**src/rtl/cricket_pkg.sv**
```systemverilog
// Shared definitions for the cricket innings sequencer: match phases,
// the wicket outcome code, default match limits and the run adder.
package cricket_pkg;

   // Match phase: first innings, break between innings, chase, result.
   typedef enum logic [1:0] {
      ST_INN1  = 2'd0,
      ST_BREAK = 2'd1,
      ST_INN2  = 2'd2,
      ST_DONE  = 2'd3
   } innings_state_e;

   // Outcome code that means "batter out" instead of a run count.
   localparam logic [2:0] OUTCOME_WICKET = 3'd7;

   // Default match limits.
   localparam int DEF_MAX_OVERS      = 2;
   localparam int DEF_BALLS_PER_OVER = 6;
   localparam int DEF_MAX_WICKETS    = 10;

   // Add a ball's runs to the score, pinning the score at 255 rather than wrapping.
   function automatic logic [7:0] sat_add_runs(input logic [7:0] runs_in,
                                                input logic [2:0] add_in);
      logic [8:0] sum_v;
      sum_v = {1'b0, runs_in} + {6'd0, add_in};
      if (sum_v[8]) begin
         return 8'hFF;
      end else begin
         return sum_v[7:0];
      end
   endfunction

endpackage

```
**src/rtl/ball_counter.sv**
```systemverilog
// Counts legal deliveries within the over and completed overs. Flags, one
// cycle ahead of the registers, the ball that completes the last allowed over.
module ball_counter
   import cricket_pkg::*;
#(
   parameter int BALLS_PER_OVER = DEF_BALLS_PER_OVER,
   parameter int MAX_OVERS      = DEF_MAX_OVERS
) (
   input  logic       clk_fpga,
   input  logic       reset,
   input  logic       advance,
   input  logic       clear,
   output logic [2:0] balls,
   output logic [3:0] overs,
   output logic       over_limit
);

   localparam logic [2:0] LAST_BALL = 3'(BALLS_PER_OVER - 1);
   localparam logic [3:0] LAST_OVER = 4'(MAX_OVERS - 1);

   logic [2:0] balls_r;
   logic [3:0] overs_r;
   logic       wrap_s;

   // Decide whether the ball being counted closes the over, and whether it closes the final over.
   always_comb begin
      wrap_s     = 1'b0;
      over_limit = 1'b0;
      if (advance && (balls_r == LAST_BALL)) begin
         wrap_s = 1'b1;
         if (overs_r == LAST_OVER) begin
            over_limit = 1'b1;
         end else begin
            over_limit = 1'b0;
         end
      end else begin
         wrap_s     = 1'b0;
         over_limit = 1'b0;
      end
   end

   // Ball and over registers; clear starts a fresh innings.
   always_ff @(posedge clk_fpga or negedge reset) begin
      if (!reset) begin
         balls_r <= 3'd0;
         overs_r <= 4'd0;
      end else if (clear) begin
         balls_r <= 3'd0;
         overs_r <= 4'd0;
      end else if (advance) begin
         if (wrap_s) begin
            balls_r <= 3'd0;
            overs_r <= overs_r + 4'd1;
         end else begin
            balls_r <= balls_r + 3'd1;
         end
      end
   end

   assign balls = balls_r;
   assign overs = overs_r;

endmodule

```
**src/rtl/innings_sequencer.sv**
```systemverilog
// Two-innings limited-overs match sequencer: scores each delivery, tracks
// the innings limits, sets the chase target and decides the result.
module innings_sequencer
   import cricket_pkg::*;
#(
   parameter int MAX_OVERS      = DEF_MAX_OVERS,
   parameter int BALLS_PER_OVER = DEF_BALLS_PER_OVER,
   parameter int MAX_WICKETS    = DEF_MAX_WICKETS
) (
   input  logic       clk_fpga,
   input  logic       reset,
   input  logic       delivery,
   input  logic [2:0] outcome,
   input  logic       next_inning,
   output logic [7:0] runs,
   output logic [3:0] wickets,
   output logic [2:0] balls,
   output logic [3:0] overs,
   output logic       batting_team,
   output logic [8:0] target,
   output logic       inning_over,
   output logic       game_over,
   output logic       winner,
   output logic       tie
);

   localparam logic [3:0] WICKET_LIMIT = 4'(MAX_WICKETS);

   innings_state_e state_r;
   logic [7:0]     runs_r;
   logic [3:0]     wickets_r;
   logic           batting_team_r;
   logic [8:0]     target_r;
   logic           inning_over_r;
   logic           game_over_r;
   logic           winner_r;
   logic           tie_r;

   logic           scoring_s;
   logic           restart_s;
   logic [7:0]     runs_next_s;
   logic [3:0]     wickets_next_s;
   logic           wicket_limit_s;
   logic           over_limit_s;
   logic           chase_met_s;
   logic           level_s;

   // A delivery only counts while an innings is in progress; next_inning only acts in the break.
   always_comb begin
      scoring_s = 1'b0;
      restart_s = 1'b0;
      if (delivery && ((state_r == ST_INN1) || (state_r == ST_INN2))) begin
         scoring_s = 1'b1;
      end else begin
         scoring_s = 1'b0;
      end
      if (next_inning && (state_r == ST_BREAK)) begin
         restart_s = 1'b1;
      end else begin
         restart_s = 1'b0;
      end
   end

   // Score after this ball, plus the limit and result conditions it produces.
   always_comb begin
      runs_next_s    = runs_r;
      wickets_next_s = wickets_r;
      wicket_limit_s = 1'b0;
      if (scoring_s) begin
         if (outcome == OUTCOME_WICKET) begin
            wickets_next_s = wickets_r + 4'd1;
         end else begin
            runs_next_s = sat_add_runs(runs_r, outcome);
         end
         if (wickets_next_s == WICKET_LIMIT) begin
            wicket_limit_s = 1'b1;
         end else begin
            wicket_limit_s = 1'b0;
         end
      end else begin
         runs_next_s    = runs_r;
         wickets_next_s = wickets_r;
         wicket_limit_s = 1'b0;
      end
      chase_met_s = ({1'b0, runs_next_s} >= target_r);
      level_s     = (({1'b0, runs_next_s} + 9'd1) == target_r);
   end

   ball_counter #(
      .BALLS_PER_OVER (BALLS_PER_OVER),
      .MAX_OVERS      (MAX_OVERS)
   ) u_ball_counter (
      .clk_fpga   (clk_fpga),
      .reset      (reset),
      .advance    (scoring_s),
      .clear      (restart_s),
      .balls      (balls),
      .overs      (overs),
      .over_limit (over_limit_s)
   );

   // Match phase register with the score and result outputs it owns.
   always_ff @(posedge clk_fpga or negedge reset) begin
      if (!reset) begin
         state_r        <= ST_INN1;
         runs_r         <= 8'd0;
         wickets_r      <= 4'd0;
         batting_team_r <= 1'b0;
         target_r       <= 9'd0;
         inning_over_r  <= 1'b0;
         game_over_r    <= 1'b0;
         winner_r       <= 1'b0;
         tie_r          <= 1'b0;
      end else begin
         case (state_r)
            ST_INN1: begin
               if (scoring_s) begin
                  runs_r    <= runs_next_s;
                  wickets_r <= wickets_next_s;
                  if (wicket_limit_s || over_limit_s) begin
                     state_r       <= ST_BREAK;
                     inning_over_r <= 1'b1;
                     target_r      <= {1'b0, runs_next_s} + 9'd1;
                  end
               end
            end
            ST_BREAK: begin
               if (restart_s) begin
                  state_r        <= ST_INN2;
                  runs_r         <= 8'd0;
                  wickets_r      <= 4'd0;
                  batting_team_r <= 1'b1;
                  inning_over_r  <= 1'b0;
               end
            end
            ST_INN2: begin
               if (scoring_s) begin
                  runs_r    <= runs_next_s;
                  wickets_r <= wickets_next_s;
                  // Reaching the target wins outright, even on the ball that hits a limit.
                  if (chase_met_s) begin
                     state_r     <= ST_DONE;
                     game_over_r <= 1'b1;
                     winner_r    <= 1'b1;
                  end else if (wicket_limit_s || over_limit_s) begin
                     state_r     <= ST_DONE;
                     game_over_r <= 1'b1;
                     if (level_s) begin
                        tie_r <= 1'b1;
                     end else begin
                        winner_r <= 1'b0;
                     end
                  end
               end
            end
            ST_DONE: begin
               state_r <= ST_DONE;
            end
            default: begin
               state_r <= ST_INN1;
            end
         endcase
      end
   end

   assign runs         = runs_r;
   assign wickets      = wickets_r;
   assign batting_team = batting_team_r;
   assign target       = target_r;
   assign inning_over  = inning_over_r;
   assign game_over    = game_over_r;
   assign winner       = winner_r;
   assign tie          = tie_r;

endmodule
```
**config.mk**
```make
export PLATFORM = sky130hd
export DESIGN_NAME = innings_sequencer
export DESIGN_NICKNAME = d
export VERILOG_FILES = /design/src/rtl/cricket_pkg.sv /design/src/rtl/ball_counter.sv /design/src/rtl/innings_sequencer.sv
export SDC_FILE = /design/constraint.sdc
export NUM_CORES = 1
export LEC_CHECK = 0
export CAP_MARGIN = 15
export CORE_MARGIN = 2
export CORE_UTILIZATION = 31
export DETAILED_ROUTE_END_ITERATION = 8
export PLACE_DENSITY = 0.52
export SYNTH_ARGS = -nofsm -noshare
export SYNTH_HDL_FRONTEND = slang
export SYNTH_SLANG_ARGS = --single-unit
```
**constraint.sdc**
```tcl
create_clock -name clk_fpga -period 2.99 [get_ports clk_fpga]
set_input_delay 0.598 -clock clk_fpga [delete_from_list [all_inputs] [get_ports clk_fpga]]
set_output_delay 0.598 -clock clk_fpga [all_outputs]
set_load 0.02 [all_outputs]
```
==> run_results.csv, run 1 <==
group,metric,value,unit
outcome,status,"complete, no violations",
setup_path,rrSetupSlack,0.04,ns
setup_path,endpoint_kind,"flop",
clock_network,cts_max_path_buffers,2,
final_layout,finalNetCount,386,
synth,yosysUniqueCellTypes,65,
sta,fin_skew,0.00947,ns
synth,netlist_top_cells_area,"dfrtp_1 (36%), ha_1 (8.7%), xnor2_1 (4.3%)",
hold_path,min_path_type,"in2async",
synth,avgSynthCellArea,9.13,sq um
sta,finalCritPeriodShare,0.989,
synth,synth_top_area_frac,0.357,
placement,portBuffers,39,
placement,place.gp.congestion,0.814,
global_route,grt_pass1_vias,2199,
final_layout,stdcell_count,464,
synth,ys_warn_count,0,
global_route,antenna_found_initial,0,
routing,wl,6820,microns
setup_path,ff2ff_path_depth,14,
final_layout,drive_gt1_frac,0.287,
synth,ys_ff_latch,35,
routing,drc_errors,0,
final_layout,nFillCells,774,
die,core,7690,sq um
routing,first_pass_iters,5,
final_layout,diodes,0,
final_layout,stdcell_area,3570,sq um
power,pwr_density_cell,757,nW/um^2
routing,viasPerCell,4.92,
final_layout,final_core_util,0.465,
sta,hold_slack,0.402,ns
setup_path,r2r_start,"runs[0]$_DFFE_PN0P_",
die,die_width,93.0,microns
sta,worst_pin_slew,0.849,ns
synth,syn_area,2460,sq um
setup_path,required,3.18,ns
sta,fin_crit,2.96,ns
global_route,grt_max_degree,36,
routing,wire_per_inst,14.7,microns
power,power.total,2.71,mW
setup_path,path_cells,"buf_2, ha_4, fa_2, a21o_1, nand4_1, nand2_1, o22ai_2, ha_1, nand2b_4, a21o_1, a21o_1, a21oi_2, o21ai_2, a21o_1, or3_1",
placement,post-place-ws,-0.824,ns
sta,finalHoldViolCount,0,
setup_path,crit_path_start_kind,"input port",
placement,place_area,3320,sq um
placement,dpl.hpwl,5030,microns
sta,final.setup.worst_slack,0.0317,ns
clock_network,cts_tree,"built",
setup_path,worstSetupPathType,"in2reg",
synth,synth_area_leader_cell,"dfrtp_1",
sta,finalSetupViolCount,0,
die,dieArea,8650,sq um
die,fp.dieH,93.0,microns
die,rows,32,
synth,syn_inst,269,
clock_network,cts.htree.levels,2,
setup_path,critPathMaxFanout,3,
routing,drt_iter0_drc,91,
placement,placed_cells,451,
power,peakVddDrop,0.332,mV
global_route,grtUsageTotal,0.164,
setup_path,max_stage_delay,0.33,ns
synth,syn-num-nets,294,
die,start_util,0.319,
setup_path,path_delay_family,"compound AO/OA/AOI/OAI gates",
clock_network,cts.sinks,35,
setup_path,worst-path-buf-inv,1,
sta,slew-limit-headroom,0.434,
routing,vias,2285,
global_route,gr-total-overflow,0,
setup_path,slowest_stage,"fa_2",
clock_network,clk_latency,0.30,ns
routing,drt.antenna.violating_nets,0,
clock_network,clk_pin_slew_worst_paths,0.08,ns
setup_path,regToRegEndpoint,"game_over$_DFFE_PN0P_",
die,ios,40,
synth,synth_ff_type,"dfrtp_1",
setup_path,arrival,3.14,ns
sta,fin_tns_setup,0,ns
run,cap_violations,0,
clock_network,cts_buffers,5,
sta,maxSlewViolCount,0,
clock_network,root_buffer,"clkbuf_8",
power,p_leak,1.67,nW
global_route,grt_pass1_wl,11100,microns
sta,max_freq,338,MHz
setup_path,cpMostUsedCell,"a21o_1",
synth,ys_seq_area_frac,0.357,
final_layout,area_delta_synth_final,45.5,%
synth,synth_edf_count,0,
sta,rsz0062_at_grt,"true",
synth,synth_async_sr_flop_share,1.00,
clock_network,ctsHoldBuffers,0,
layout by cell type, fill, tap and decap left out, drive strengths merged, types with 3 or more instances in the layout:
| cell type | Yosys | routed |
|---|---|---|
| a21o | 7 | 7 |
| nor2 | 21 | 21 |
| o21ai | 15 | 15 |
| nor3 | 6 | 6 |
| clkdlybuf4s50 | 0 | 35 |
| inv | 19 | 19 |
| clkbuf | 5 | 7 |
| xnor2 | 13 | 13 |
| nand3 | 13 | 13 |
| nand3b | 3 | 3 |
| ha | 17 | 17 |
| dfrtp | 35 | 35 |
| buf | 5 | 58 |
| nand2b | 7 | 7 |
| mux2i | 4 | 4 |
| nor2b | 3 | 3 |
| nand2 | 21 | 21 |
| a31oi | 5 | 5 |
| nand4 | 8 | 8 |
| and3 | 7 | 7 |
| a21oi | 16 | 16 |
| xor2 | 3 | 3 |
cells by family after synthesis:
group | Yosys count | share of synthesized area
and+or+nand+nor | 102 | 0.227
xor gates and xnor gates | 17 | 0.0693
adders and majority gates | 18 | 0.0948
AOI/OAI and AO/OA | 62 | 0.172
DFF | 35 | 0.357
muxes | 6 | 0.0285
buffers and inverters | 29 | 0.0514
flip-flops by register name, summed over array words and instances, names as in the netlist, 2 cells and up:
signal                count
state_r                   2
u_ball_counter.balls      3
runs                      8
u_ball_counter.overs      4
target                    9
wickets                   4
worst max path at each step:
stage	endpoint	slack, ns	cells past startpoint	from
floorplan	game_over$_DFFE_PN0P_	-0.19	14	outcome[0]
global placement	winner$_DFFE_PN0P_	-0.78	15	outcome[0]
detailed placement	game_over$_DFFE_PN0P_	-0.82	15	outcome[0]
CTS	game_over$_DFFE_PN0P_	-0.09	14	runs[0]$_DFFE_PN0P_
global route	game_over$_DFFE_PN0P_	-0.08	13	runs[0]$_DFFE_PN0P_
finish	game_over$_DFFE_PN0P_	0.03	15	outcome[0]
Yosys cell counts (3+ instances only):
library cell / n
xnor2_1: 12
nand2b_1: 6
nand3b_1: 3
nand2_1: 21
nor2_1: 20
a31oi_1: 4
clkbuf_1: 5
nand4_1: 8
and3_1: 7
nor3_1: 4
xor2_1: 3
nand3_1: 12
o21ai_0: 14
inv_1: 18
a21o_1: 7
a21oi_1: 16
dfrtp_1: 35
ha_1: 17
power by group:
group,leakage (nW),internal (mW),switching (mW)
Clock,0.0612,0.270,0.192
Sequential,0.432,0.601,0.141
Combinational,1.18,0.768,0.735
Total,1.67,1.64,1.07
repair_timing:
| item | 4_1_cts | 5_1_grt |
|---|---|---|
| setup buffers | 2 | 3 |
| resized for setup | 22 | 9 |
| pin swaps | 20 | 14 |
| endpoints found under the setup margin | 8 | 4 |
worst reg2reg max path, stage by stage (launching register included):
cell	delay, ns
dfrtp_1	0.41
ha_4	0.18
fa_2	0.33
a21o_1	0.17
nand4_1	0.13
nand2_1	0.10
o22ai_2	0.12
ha_1	0.27
nand2b_4	0.14
a21o_1	0.14
a21o_1	0.15
a21oi_2	0.13
o21ai_2	0.09
a21o_1	0.17
or3_1	0.30
cell type report:
class / instances / area [sq um] / area share
clock buffer: 6 / 82.6 / 0.0231
tap: 102 / 128 / 0.0357
sequential: 35 / 876 / 0.245
inverter: 19 / 71.3 / 0.0200
multi-input combinational: 205 / 1580 / 0.441
clock inverter: 2 / 35.0 / 0.00980
timing repair buffer: 95 / 805 / 0.225
per-layer routing:
metal  vias to the layer above  global-route usage  part of all wire
li1                       1151                   -                 -
met4                         0              0.0417             0.010
met3                         5              0.0330             0.046
met2                        50               0.258              0.46
met1                      1079               0.232              0.48
met5                         -                   0                 0
No activity file was read; power rests on OpenSTA's default activity.
==> run 2: changes to the inputs <==
- CORE_UTILIZATION: 31 -> 49
- PLACE_DENSITY: 0.52 -> 0.76
==> run 2 against run 1 <==
  * The flow now finishes with violations (negative setup slack)
  * Cell count fell by 9.3%
  * Core utilization rose by 26 points
  * Fmax fell by 3.5%
  * Sequential power rose by 0.8%
  * Via count rose by 3.6%
  * Largest cell class unchanged
  * Highest routed layer unchanged
==> run_results.csv, run 2 (synthesis gave the netlist of run 1 again) <==
group,metric,value,unit
outcome,status,"finished, violations left",
outcome,violations,"negative setup slack",
routing,vias,2367,
global_route,gr-total-overflow,0,
routing,drt_iter0_drc,109,
sta,worst_pin_slew,0.455,ns
power,pwr-share-comb,0.536,
setup_path,max_stage_delay,0.42,ns
power,p_int,1.66,mW
sta,fin_tns_setup,-0.228,ns
sta,slew-limit-headroom,0.696,
global_route,grtUsageMet3,0.0428,
setup_path,endpoint_kind,"flop",
sta,fin_crit,3.07,ns
final_layout,finalNetCount,378,
sta,hold_slack,0.477,ns
routing,wl,6660,microns
global_route,antenna_found_initial,0,
die,fp.dieH,74.8,microns
setup_path,worstSetupPathType,"reg2reg",
setup_path,path_cells,"ha_4, fa_2, a21o_1, nand4_1, nand2_1, o22ai_2, ha_1, nand2b_4, a21o_1, a21o_1, a21oi_2, o21ai_2, a21o_1, or3_1",
die,start_util,0.513,
clock_network,root_buffer,"clkbuf_8",
global_route,grtUsageMet1,0.351,
clock_network,clk_pin_slew_worst_paths,0.08,ns
setup_path,required,3.16,ns
sta,max_freq,326,MHz
power,switching_share,0.393,
final_layout,stdcell_area,3460,sq um
clock_network,cts_buffers,5,
global_route,grt_use_met2,0.422,
global_route,grt_pass1_vias,2216,
final_layout,drive_gt1_frac,0.254,
die,dieArea,5600,sq um
final_layout,final_cell_mix,"buf_4 (48), clkdlybuf4s50_1 (36), dfrtp_1 (35)",
routing,first_pass_iters,4,
power,switching_power,1.07,mW
power,seq_power_share,0.273,
power,power_frac_clock,0.191,
hold_path,min_path_type,"reg2reg",
setup_path,worst-path-buf-inv,0,
placement,place_area,3240,sq um
global_route,grt_max_degree,36,
die,core,4790,sq um
sta,rsz0062_at_grt,"true",
clock_network,cts_tree,"built",
sta,maxSlewViolCount,0,
final_layout,nFillCells,359,
final_layout,layout_commonest_cell,"buf_4",
setup_path,critPathMaxFanout,3,
sta,fin_skew,0.00678,ns
clock_network,clk_latency,0.29,ns
final_layout,area_delta_synth_final,40.9,%
global_route,grt_pass1_wl,10800,microns
placement,place.gp.congestion,0.815,
clock_network,ctsHoldBuffers,0,
setup_path,path_delay_family,"compound AO/OA/AOI/OAI gates",
final_layout,final_core_util,0.723,
final_layout,largest_reg_flops,9,
routing,viasPerCell,5.62,
die,ios,40,
routing,wire_per_inst,15.8,microns
final_layout,diodes,0,
routing,drt.antenna.violating_nets,0,
run,cap_violations,0,
die,die_width,74.8,microns
power,pwr_density_cell,790,nW/um^2
power,p_leak,1.63,nW
setup_path,arrival,3.24,ns
clock_network,cts_max_path_buffers,2,
routing,drc_errors,0,
placement,portBuffers,39,
setup_path,slowest_stage,"dfrtp_1",
sta,finalHoldViolCount,0,
clock_network,cts.sinks,35,
power,peakVddDrop,0.444,mV
setup_path,crit_path_start_kind,"flop",
sta,finalCritPeriodShare,1.03,
global_route,busiest_layer,"met2",
clock_network,cts.htree.levels,2,
setup_path,cpMostUsedCell,"a21o_1",
sta,finalSetupViolCount,4,
die,rows,25,
global_route,grtUsageTotal,0.257,
sta,final.setup.worst_slack,-0.0750,ns
placement,dpl.hpwl,4760,microns
==> run 2: cell count changes in the layout (fill, tap and decap cells not counted), sizes merged <==
| cell | change |
|---|---|
| clkinvlp | +1 |
| dlygate4sd2 | +1 |
| bufinv | +1 |
| clkdlybuf4s50 | +1 |
| clkbuf | -2 |
| clkinv | -1 |
| buf | -9 |
==> run 2: final cells by class <==
type,instances,area [sq um],share of cell area
inverter,19,71.3,0.0206
clock inverter,3,67.6,0.0195
clock buffer,5,68.8,0.0199
sequential,35,876,0.253
timing repair buffer,87,746,0.215
tap,67,83.8,0.0242
multi-input combinational,205,1550,0.447
==> run 2: worst register-to-register path: cells and delay by family (launching register included) <==
| family | cells | cell delay [ns] |
|---|---|---|
| AND/OR/NAND/NOR | 4 | 0.63 |
| AO/OA/AOI/OAI | 7 | 1.09 |
| adder cells (fa/ha/maj) | 3 | 0.80 |
| flip-flops | 1 | 0.42 |
==> run 2: repair_timing <==
action	CTS	global route
setup buffers	2	1
pin swaps	15	4
endpoints found under the hold margin	0	0
setup endpoints to repair	9	4
resized for setup	17	3
==> run 2: final timing paths <==
path	from	cells after the start	slack [ns]	endpoint
max in group asynchronous	reset	2	1.95	target[5]$_DFFE_PN0P_
min	batting_team$_DFFE_PN0P_	1	0.48	batting_team$_DFFE_PN0P_
min in group asynchronous	reset	2	0.72	u_ball_counter.balls[0]$_DFFE_PN0P_
max reg2reg	runs[0]$_DFFE_PN0P_	14	-0.08	game_over$_DFFE_PN0P_
max	runs[0]$_DFFE_PN0P_	14	-0.08	game_over$_DFFE_PN0P_
min reg2reg	batting_team$_DFFE_PN0P_	1	0.48	batting_team$_DFFE_PN0P_
==> run 2: power by group through the flow <==
stage,logic (mW),clock network (mW),registers [mW]
2_1_floorplan,0.625,0,0.886
3_3_place_gp,1.33,0,0.742
3_5_place_dp,1.36,0,0.751
4_1_cts,1.43,0.530,0.746
5_1_grt,1.60,0.553,0.769
6_report,1.46,0.523,0.747
==> run 2: routing by layer <==
metal,routed length (microns),up-vias,share of wire
met5,0,-,0
met4,117,0,0.018
met3,376,13,0.056
met2,3290,72,0.49
met1,2880,1153,0.43
li1,-,1129,-
==> run 2: through the flow <==
| step | std cells | total power, mW | worst slack, ns |
|---|---|---|---|
| after floorplan | 269 | 1.51 | -0.187 |
| after global placement | 410 | 2.07 | -0.720 |
| after detailed placement | 410 | 2.11 | -0.824 |
| after CTS | 420 | 2.71 | -0.0782 |
| after global routing | 421 | 2.92 | -0.218 |
| final | 421 | 2.73 | -0.0750 |
==> run 3: changes to the inputs <==
- CAP_MARGIN: 15 -> default
- CORE_UTILIZATION: 49 -> 55
- DONT_BUFFER_PORTS: default -> 1
- PLACE_DENSITY: 0.76 -> 0.72
==> run 3 against run 2 <==
  * The flow still finishes with violations (negative setup slack)
  * Critical path depth did not move
  * Clock skew fell by 0.0019 ns
  * Flip-flop and latch count did not move
  * Sequential power rose by 16%
  * Non-clock buffer count fell by 52
  * Critical endpoint unchanged
  * Hold slack got worse by 0.34 ns
  * Clock power fell by 14%
  * Die area fell by 10%
  * Wire length fell by 13%
==> run_results.csv, run 3 (synthesis gave the netlist of run 1 again) <==
group,metric,value,unit
setup_path,required,3.16,ns
routing,first_pass_iters,4,
setup_path,path_cells,"ha_4, fa_2, a21o_1, nand4_1, nand2_1, o22ai_2, ha_1, nand2b_4, a21o_1, a21o_1, a21oi_2, o21ai_2, a21o_1, or3_1",
placement,portBuffers,0,
die,core,4320,sq um
sta,maxSlewViolCount,0,
power,pwr-share-comb,0.440,
die,ios,40,
global_route,gr-total-overflow,0,
die,fp.dieH,70.8,microns
die,rows,24,
setup_path,endpoint_kind,"flop",
hold_path,min_path_type,"in2async",
routing,vias,2044,
outcome,violations,"negative setup slack",
setup_path,critPathMaxFanout,3,
placement,place.gp.congestion,0.824,
routing,met1_length,2760,microns
final_layout,layout_commonest_cell,"dfrtp_1",
routing,drt.antenna.violating_nets,0,
setup_path,cpMostUsedCell,"a21o_1",
power,p_int,1.36,mW
sta,fin_skew,0.00487,ns
final_layout,drive_gt1_frac,0.232,
setup_path,arrival,3.18,ns
global_route,grt_pass1_wl,9790,microns
clock_network,root_buffer,"clkbuf_8",
outcome,status,"finished, violations left",
setup_path,max_stage_delay,0.41,ns
clock_network,clk_latency,0.29,ns
routing,wl_met3,247,microns
power,switching_power,0.991,mW
placement,dpl.hpwl,4220,microns
placement,place_area,2730,sq um
setup_path,r2r_start,"runs[0]$_DFFE_PN0P_",
final_layout,finalNetCount,326,
sta,final.setup.worst_slack,-0.0127,ns
setup_path,slowest_stage,"dfrtp_1",
clock_network,cts_buffers,5,
sta,finalHoldViolCount,0,
sta,fin_tns_setup,-0.0127,ns
sta,fin_crit,3.00,ns
clock_network,cts_max_path_buffers,2,
setup_path,cp-startpoint,"runs[0]$_DFFE_PN0P_",
clock_network,cts_tree,"built",
routing,viasPerCell,5.77,
sta,slew-limit-headroom,0.643,
power,switching_share,0.421,
power,peakVddDrop,0.455,mV
final_layout,stdcell_area,2920,sq um
routing,wl,5800,microns
routing,wire_per_inst,16.4,microns
die,die_width,70.8,microns
sta,finalSetupViolCount,1,
power,power_frac_clock,0.192,
global_route,grt_pass1_vias,2020,
die,dieArea,5020,sq um
clock_network,cts.htree.levels,2,
power,p_leak,1.42,nW
global_route,antenna_found_initial,0,
routing,top_layer_used,"met4",
setup_path,crit_path_start_kind,"flop",
sta,worst_pin_slew,0.534,ns
routing,drc_errors,0,
final_layout,diodes,0,
setup_path,worst-path-buf-inv,0,
final_layout,final_cell_mix,"dfrtp_1 (35), buf_4 (34), nand2_1 (21)",
die,start_util,0.568,
routing,drt_iter0_drc,72,
clock_network,clk_pin_slew_worst_paths,0.08,ns
setup_path,path_delay_family,"compound AO/OA/AOI/OAI gates",
sta,rsz0062_at_grt,"true",
placement,post-place-ws,-0.276,ns
clock_network,cts.sinks,35,
power,seq_power_share,0.368,
power,pwr_density_cell,805,nW/um^2
sta,finalCritPeriodShare,1.00,
final_layout,largest_reg_flops,9,
run,cap_violations,0,
setup_path,worstSetupPathType,"reg2reg",
sta,max_freq,333,MHz
routing,wl_met2,2720,microns
final_layout,area_delta_synth_final,19.0,%
global_route,grtUsageTotal,0.248,
global_route,grt_max_degree,36,
run 3: repair_timing:
action | CTS | global route
setup endpoints to repair | 4 | 4
resized for setup | 4 | 3
buffers inserted | 2 | 0
pin swaps | 5 | 4
hold buffers | 1 | 0
hold endpoints to repair | 35 | 0
run 3: metal layers:
layer	track usage	vias up
met1	0.345	969
met4	0.0671	0
met2	0.394	40
met5	0	-
li1	-	1028
met3	0.0556	7
run 3: layout make-up:
type                       count  area, sq um
inverter                      19         71.3
fill                         356         1400
sequential                    35          876
tap                           52         65.1
multi-input combinational    205         1520
timing repair buffer          35          275
clock inverter                 2         35.0
clock buffer                   6         82.6
run 3: path summary, 6_finish.rpt:
| check | cells after the start | end | slack (ns) |
|---|---|---|---|
| worst min-delay path | 1 | wickets[0]$_DFFE_PN0P_ | 0.13 |
| worst max register to register | 14 | game_over$_DFFE_PN0P_ | -0.01 |
| min in group clk_fpga | 1 | state_r[1]$_DFFE_PN0P_ | 0.42 |
| worst min register to register | 1 | state_r[1]$_DFFE_PN0P_ | 0.58 |
| worst max-delay path | 14 | game_over$_DFFE_PN0P_ | -0.01 |
| max in group asynchronous | 1 | runs[5]$_DFFE_PN0P_ | 2.68 |
run 3: worst reg2reg max path: stages (launching register included):
cell and delay (ns):
dfrtp_1 0.41, ha_4 0.18, fa_2 0.34, a21o_1 0.18, nand4_1 0.12, nand2_1 0.09
o22ai_2 0.14, ha_1 0.27, nand2b_4 0.14, a21o_1 0.15, a21o_1 0.15, a21oi_2 0.14
o21ai_2 0.08, a21o_1 0.19, or3_1 0.30
run 3: power groups by stage:
stage                     clock [mW]  combinational (mW)  sequential, mW
after floorplan                    0               0.625           0.886
after global placement             0               0.934           0.871
after detailed placement           0               0.952           0.875
after CTS                      0.460                1.01           0.865
after global routing           0.479                1.16           0.890
final                          0.452                1.03           0.865
run 3: through the flow:
step	hold WS, ns	std cells	power [mW]	utilization
after global placement	0.303	343	1.80	0.632
after floorplan	0.302	269	1.51	-
after global routing	0.141	354	2.53	0.676
after detailed placement	0.303	343	1.83	0.632
after CTS	0.136	354	2.33	0.672
final	0.134	354	2.35	0.676
